File: config.mk
export PLATFORM = sky130hd
export DESIGN_NAME = median_stream_5_flat
export DESIGN_NICKNAME = d
export VERILOG_FILES = /design/src/rtl/median_pkg.sv /design/src/rtl/median_stream_5_if.sv /design/src/rtl/median5_rank.sv /design/src/rtl/median_stream_5.sv /design/src/flat_wrapper.sv
export SDC_FILE = /design/constraint.sdc
export NUM_CORES = 1
export LEC_CHECK = 0
export ABC_CLOCK_PERIOD_IN_PS = 4200
export BUFFER_PORTS_ARGS = -buffer_cell sky130_fd_sc_hd__buf_4
export CORE_ASPECT_RATIO = 1.25
export CORE_MARGIN = 2
export CORE_UTILIZATION = 28
export CTS_BUF_LIST = sky130_fd_sc_hd__clkbuf_8
export CTS_CLUSTER_SIZE = 25
export DETAILED_ROUTE_END_ITERATION = 6
export GPL_TIMING_DRIVEN = 0
export SYNTH_ARGS = -nofsm -noshare
export SYNTH_HDL_FRONTEND = slang
export SYNTH_SLANG_ARGS = --single-unit
File: constraint.sdc
create_clock -name clk -period 4.2 [get_ports clk]
set_input_delay 0.84 -clock clk [delete_from_list [all_inputs] [get_ports clk]]
set_output_delay 0.84 -clock clk [all_outputs]
set_load 0.05 [all_outputs]
File: src/rtl/median_pkg.sv
// Shared definitions for the 5-tap streaming median filter.
package median_pkg;
    localparam int SAMPLE_W = 6;
    localparam int TAPS     = 5;
    localparam int IDX_W    = 3;

    typedef enum logic {FILL, RUN} state_t;
    typedef logic [SAMPLE_W-1:0] sample_t;
endpackage

File: src/rtl/median_stream_5_if.sv
// Valid/ready stream bundle: sample input side and median output side.
interface median_stream_5_if #(parameter int WIDTH = median_pkg::SAMPLE_W);
    import median_pkg::*;

    logic             s_valid;
    logic [WIDTH-1:0] s_data;
    logic             s_ready;
    logic             m_valid;
    logic [WIDTH-1:0] m_data;
    logic [IDX_W-1:0] m_index;
    logic             m_ready;

    modport slave  (input  s_valid, s_data, m_ready,
                    output s_ready, m_valid, m_data, m_index);
    modport master (output s_valid, s_data, m_ready,
                    input  s_ready, m_valid, m_data, m_index);
endinterface

File: src/rtl/median5_rank.sv
// Pairwise ranking of a 5-entry window; returns the position holding rank 2.
module median5_rank
    import median_pkg::*;
#(
    parameter int WIDTH = SAMPLE_W
) (
    input  logic [WIDTH-1:0] win [TAPS],
    output logic [IDX_W-1:0] med_idx
);
    logic [IDX_W-1:0] rank [TAPS];

    // Equal values: lower position ranks smaller, so ranks are a permutation of 0..4.
    always_comb begin
        med_idx = '0;
        for (int i = 0; i < TAPS; i++) begin
            rank[i] = '0;
            for (int j = 0; j < TAPS; j++) begin
                if (j != i) begin
                    if ((win[j] < win[i]) || ((win[j] == win[i]) && (j < i)))
                        rank[i] = rank[i] + 3'd1;
                end
            end
        end
        for (int i = 0; i < TAPS; i++) begin
            if (rank[i] == 3'd2)
                med_idx = IDX_W'(i);
        end
    end
endmodule

File: src/rtl/median_stream_5.sv
// Streaming 5-tap median: shift window, fill/run FSM and registered output.
//   state | meaning
//   FILL  | fewer than 5 valid window entries, no output produced
//   RUN   | window full, every accepted sample yields one median
module median_stream_5
    import median_pkg::*;
#(
    parameter int WIDTH = SAMPLE_W,
    parameter int TAPS  = median_pkg::TAPS
) (
    input  logic               clk,
    input  logic               rst_n,
    input  logic               flush,
    median_stream_5_if.slave   bus
);
    state_t           state;
    logic [IDX_W-1:0] fill_cnt;
    logic [WIDTH-1:0] win     [TAPS];
    logic [WIDTH-1:0] win_nxt [TAPS];
    logic [IDX_W-1:0] med_idx;
    logic             m_valid_q;
    logic [WIDTH-1:0] m_data_q;
    logic [IDX_W-1:0] m_index_q;
    logic             accept;
    logic             produce;

    assign bus.s_ready = (!m_valid_q || bus.m_ready) && !flush;
    assign bus.m_valid = m_valid_q;
    assign bus.m_data  = m_data_q;
    assign bus.m_index = m_index_q;

    assign accept  = bus.s_valid && bus.s_ready;
    assign produce = accept && ((state == RUN) || (fill_cnt == IDX_W'(TAPS - 1)));

    // Median is taken over the window as it will look after this acceptance.
    always_comb begin
        for (int i = 0; i < TAPS - 1; i++)
            win_nxt[i] = win[i + 1];
        win_nxt[TAPS-1] = bus.s_data;
    end

    median5_rank #(.WIDTH(WIDTH)) u_rank (
        .win     (win_nxt),
        .med_idx (med_idx)
    );

    always_ff @(posedge clk or negedge rst_n) begin
        if (!rst_n) begin
            state     <= FILL;
            fill_cnt  <= '0;
            m_valid_q <= 1'b0;
            m_data_q  <= '0;
            m_index_q <= '0;
            for (int i = 0; i < TAPS; i++)
                win[i] <= '0;
        end else if (flush) begin
            state     <= FILL;
            fill_cnt  <= '0;
            m_valid_q <= 1'b0;
        end else begin
            if (accept) begin
                for (int i = 0; i < TAPS; i++)
                    win[i] <= win_nxt[i];
                case (state)
                    FILL: begin
                        fill_cnt <= fill_cnt + 3'd1;
                        if (fill_cnt == IDX_W'(TAPS - 1))
                            state <= RUN;
                    end
                    default: state <= RUN;
                endcase
            end
            if (produce) begin
                m_valid_q <= 1'b1;
                m_data_q  <= win_nxt[med_idx];
                m_index_q <= med_idx;
            end else if (m_valid_q && bus.m_ready) begin
                m_valid_q <= 1'b0;
            end
        end
    end
endmodule

File: src/flat_wrapper.sv
// flat-port wrapper written by rule: the top's interface ports become plain ports
module median_stream_5_flat import median_pkg::*;
#(
    parameter int WIDTH = SAMPLE_W,
    parameter int TAPS  = median_pkg::TAPS
)
  (clk, rst_n, flush, bus_s_valid, bus_s_data, bus_m_ready, bus_s_ready, bus_m_valid, bus_m_data, bus_m_index);
  median_stream_5_if #(.WIDTH(WIDTH)) bus_i ();
  input  logic clk;
  input  logic rst_n;
  input  logic flush;
  input wire logic [$bits(bus_i.s_valid)-1:0] bus_s_valid;
  input wire logic [$bits(bus_i.s_data)-1:0] bus_s_data;
  input wire logic [$bits(bus_i.m_ready)-1:0] bus_m_ready;
  output wire logic [$bits(bus_i.s_ready)-1:0] bus_s_ready;
  output wire logic [$bits(bus_i.m_valid)-1:0] bus_m_valid;
  output wire logic [$bits(bus_i.m_data)-1:0] bus_m_data;
  output wire logic [$bits(bus_i.m_index)-1:0] bus_m_index;
  assign bus_i.s_valid = bus_s_valid;
  assign bus_i.s_data = bus_s_data;
  assign bus_i.m_ready = bus_m_ready;
  assign bus_s_ready = bus_i.s_ready;
  assign bus_m_valid = bus_i.m_valid;
  assign bus_m_data = bus_i.m_data;
  assign bus_m_index = bus_i.m_index;
  median_stream_5 #(.WIDTH(WIDTH), .TAPS(TAPS)) u_core (.clk(clk), .rst_n(rst_n), .flush(flush), .bus(bus_i));
endmodule
==> results.sh <==
export IMPL_drtIter0Drc=136
export IMPL_synth_edff_count=0
export IMPL_synth_compound_area_share_pct=23.3
export IMPL_crit_top_cell="nor2b_1"
export IMPL_yosysWarningCount=0
export IMPL_yosysTopAreaCellShare_pct=25.9
export IMPL_first_pass_iters=4
export IMPL_rr_worst_depth=17
export IMPL_totalWireLength_um=10500
export IMPL_reg2reg_from="u_core.win[4]$_DFFE_PN0P_"
export IMPL_placed_area_um2=4040
export IMPL_path_cells="buf_4, inv_4, ha_4, nor2b_1, o21a_1, o21ai_2, nand2b_1, a21oi_2, nor2b_1, o32ai_2, ha_1, xor2_1, ha_1, nor2b_1, a311o_1, and2_4, buf_6, o2111ai_1, a31oi_1"
export IMPL_r2r_slack_ps=280
export IMPL_ant_nets=0
export IMPL_rows=46
export IMPL_cp_arrival_ps=4210
export IMPL_cts_tree="yes"
export IMPL_rsz0062_at_grt="false"
export IMPL_synth_xor_area_share_pct=1.67
export IMPL_path_class="in -> reg"
export IMPL_worstSetupStartpointType="input pin"
export IMPL_hold_end="u_core.bus.m_index[1]$_DFFE_PN0P_"
export IMPL_nets=543
export IMPL_crit_required_ps=4380
export IMPL_ys_seq_elements=38
export IMPL_synthMuxAreaShare_pct=0.579
export IMPL_place_inst=613
export IMPL_hold_viol=0
export IMPL_syn_nets=508
export IMPL_die_h_um=132
export IMPL_stdcell_area_um2=4270
export IMPL_htree_levels=2
export IMPL_busiest_layer="met2"
export IMPL_die_w_um=106
export IMPL_use_met2_pct=26.0
export IMPL_dp_hpwl_um=8190
export IMPL_yosys_top_cells_area="dfrtp_1, ha_1, nand2_1"
export IMPL_cp_buffers_inverters=3
export IMPL_final_cell_mix="ha_1, nand2_1, inv_1"
export IMPL_gp_congestion=0.852
export IMPL_fin_cells=628
export IMPL_dieArea_um2=14100
export IMPL_max_stage_delay_ps=450
export IMPL_max_freq_mhz=248
export IMPL_overflow=0
export IMPL_grt_pass1_wl_um=16500
export IMPL_synth_distinct_cells=59
export IMPL_syn_inst=424
export IMPL_clock_latency_ps=300
export IMPL_avgSynthCellArea_um2=8.66
export IMPL_fill_cells=1340
export IMPL_use_met3_pct=2.03
export IMPL_end_kind="register"
export IMPL_globalRouteMet1Util_pct=18.2
export IMPL_antenna_found_initial=0
export IMPL_layout_drive_gt1_share_pct=15.2
export IMPL_critPathSlowestCell="a311o_1"
export IMPL_r2r_end="u_core.bus.m_data[5]$_DFFE_PN0P_"
export IMPL_grt_max_degree=39
export IMPL_vdd_ir_drop_max_mv=0.333
export IMPL_post_route_drc_count=0
export IMPL_synth_fa_ha_area_share_pct=24.9
export IMPL_via_per_inst=5.19
export IMPL_start_util_pct=28.7
export IMPL_max_slew_margin_pct=56.7
export IMPL_hp_start="u_core.bus.m_index[1]$_DFFE_PN0P_"
export IMPL_worst_slew_pin_transition_ps=642
export IMPL_cap_violations=0
export IMPL_cp_max_fo=10
export IMPL_grt_use_total_pct=15.2
export IMPL_final_common_cell="ha_1"
export IMPL_hp_class="reg -> reg"
export IMPL_synth_top_family_by_area="adder cells"
export IMPL_finalSetupViolations=0
export IMPL_power_leakage_nw=1.97
export IMPL_post_route_period_util_pct=95.9
export IMPL_synth_seq_area_share_pct=25.9
export IMPL_netlist_area_um2=3670
export IMPL_ioPinCount=22
export IMPL_grt_pass1_vias=3218
export IMPL_cp_top_family="compound AO/OA/AOI/OAI gates"
export IMPL_n_antenna_cell=0
export IMPL_async_reset_ff_share_pct=100
export IMPL_skew_ps=5.50
export IMPL_core_um2=12800
export IMPL_cts_hold_buf=0
export IMPL_slew_violations=0
export IMPL_status="finished clean"
export IMPL_path_clk_slew_ps=80
export IMPL_areaGrowthSynthToFinish_pct=16.3
export IMPL_synth_main_ff_cell="dfrtp_1"
export IMPL_clk_path_buf_depth=2
export IMPL_startpoint="bus_s_data[1]"
export IMPL_yosysTopAreaCell="dfrtp_1"
export IMPL_vias=3261
export IMPL_cts_sinks=38
export IMPL_p_per_area_nw_per_um2=686
export IMPL_numCtsBuffers=5
export IMPL_synthSimpleGateAreaFrac_pct=17.6
export IMPL_min_period_ps=4030
export IMPL_portBuffers=21
export IMPL_hold_depth=2
export IMPL_clockRootBuffer="clkbuf_8"
export IMPL_post_drt_wl_per_cell_um=16.8
-- how the worst max path moves through the flow --
stage,endpoint,cells after the start
2_1_floorplan,u_core.bus.m_data[0]$_DFFE_PN0P_,18
3_3_place_gp,u_core.bus.m_data[2]$_DFFE_PN0P_,19
3_5_place_dp,u_core.bus.m_data[0]$_DFFE_PN0P_,19
4_1_cts,u_core.bus.m_data[0]$_DFFE_PN0P_,19
5_1_grt,u_core.bus.m_data[1]$_DFFE_PN0P_,18
6_report,u_core.bus.m_data[0]$_DFFE_PN0P_,19
-- repair_timing --
| item | CTS | global route |
|---|---|---|
| endpoints found under the hold margin | 0 | 0 |
| buffers inserted | 1 | 6 |
| resized for setup | 1 | 18 |
| endpoints found under the setup margin | 8 | 9 |
| pin swaps | 3 | 11 |
-- metrics by stage --
| stage | setup WS [ps] | TNS (ps) | utilization (%) | power (mW) | hold slack [ps] |
|---|---|---|---|---|---|
| floorplan | 137 | 0 | - | 1.94 | 463 |
| global placement | -423 | -3110 | 31.6 | 2.34 | 466 |
| detailed placement | -448 | -3380 | 31.6 | 2.43 | 475 |
| CTS | 19.0 | 0 | 32.5 | 2.72 | 492 |
| global route | 14.4 | 0 | 33.4 | 3.18 | 521 |
| finish | 172 | 0 | 33.4 | 2.93 | 485 |
-- cell type report --
type                            instances  area [um2]  area share [%]
Tap cell                              168         210            4.92
Clock inverter                          2        12.5           0.293
Buffer                                 10        67.6            1.58
Clock buffer                            6        82.6            1.93
Multi-Input combinational cell        333        2570            60.3
Timing Repair Buffer                   28         210            4.92
Inverter                               43         164            3.84
Sequential cell                        38         951            22.3
-- worst register-to-register path, cell delays in order (launching register included) --
cell and delay (ps):
dfrtp_1 420, inv_2 110, ha_1 350, a21oi_2 140, a21boi_1 80, o32a_1 350, buf_6 150, inv_1 80
ha_1 270, xnor2_1 150, ha_1 190, or4b_1 540, o21ai_1 180, o32a_4 230, buf_6 140, nor3_1 50
o21bai_1 190, a41oi_1 140
-- report_power, final --
group	switching, mW	internal [mW]	leakage, nW	total, mW
Sequential	0.107	0.441	0.490	0.548
Combinational	1.24	0.878	1.43	2.11
Clock	0.136	0.132	0.0472	0.268
Total	1.48	1.45	1.97	2.93
-- layer usage --
| layer | vias up | part of all wire (%) |
|---|---|---|
| li1 | 1594 | - |
| met1 | 1562 | 42 |
| met2 | 78 | 50 |
| met3 | 27 | 3.5 |
| met4 | 0 | 4.9 |
| met5 | - | 0 |
-- synth_stat cells (all sizes together) (3+ instances only) --
cell type and instances:
o21ai 40, nand3 8, buf 5, ha 73, o21bai 6, a41oi 4, a311oi 3, nor2b 10
inv 43, dfrtp 38, nand2b 12, xnor2 5, o32ai 4, nor3 5, nor2 19, a21boi 7
and3 5, o32a 3, clkbuf 5, and2 7, nand2 49, a31oi 7, o211ai 4, o21a 4
nand4 6, a21oi 26
-- flip-flops by register name (all words and copies together) (netlist names) --
signal and flops:
u_core.state 1, u_core.bus.m_data 6, u_core.bus.m_index 3, u_core.bus.m_valid 1, u_core.win 24, u_core.fill_cnt 3
-- logic make-up (layout without fill, tap and decap cells) --
group | Yosys count | in the layout
buffers and inverters | 53 | 89
AND/OR/NAND/NOR | 129 | 129
adder cells (fa/ha/maj) | 73 | 73
AO/OA/AOI/OAI | 122 | 122
multiplexers | 2 | 2
XOR/XNOR | 7 | 7
flip-flops | 38 | 38
No activity file was read; power rests on OpenSTA's default activity.
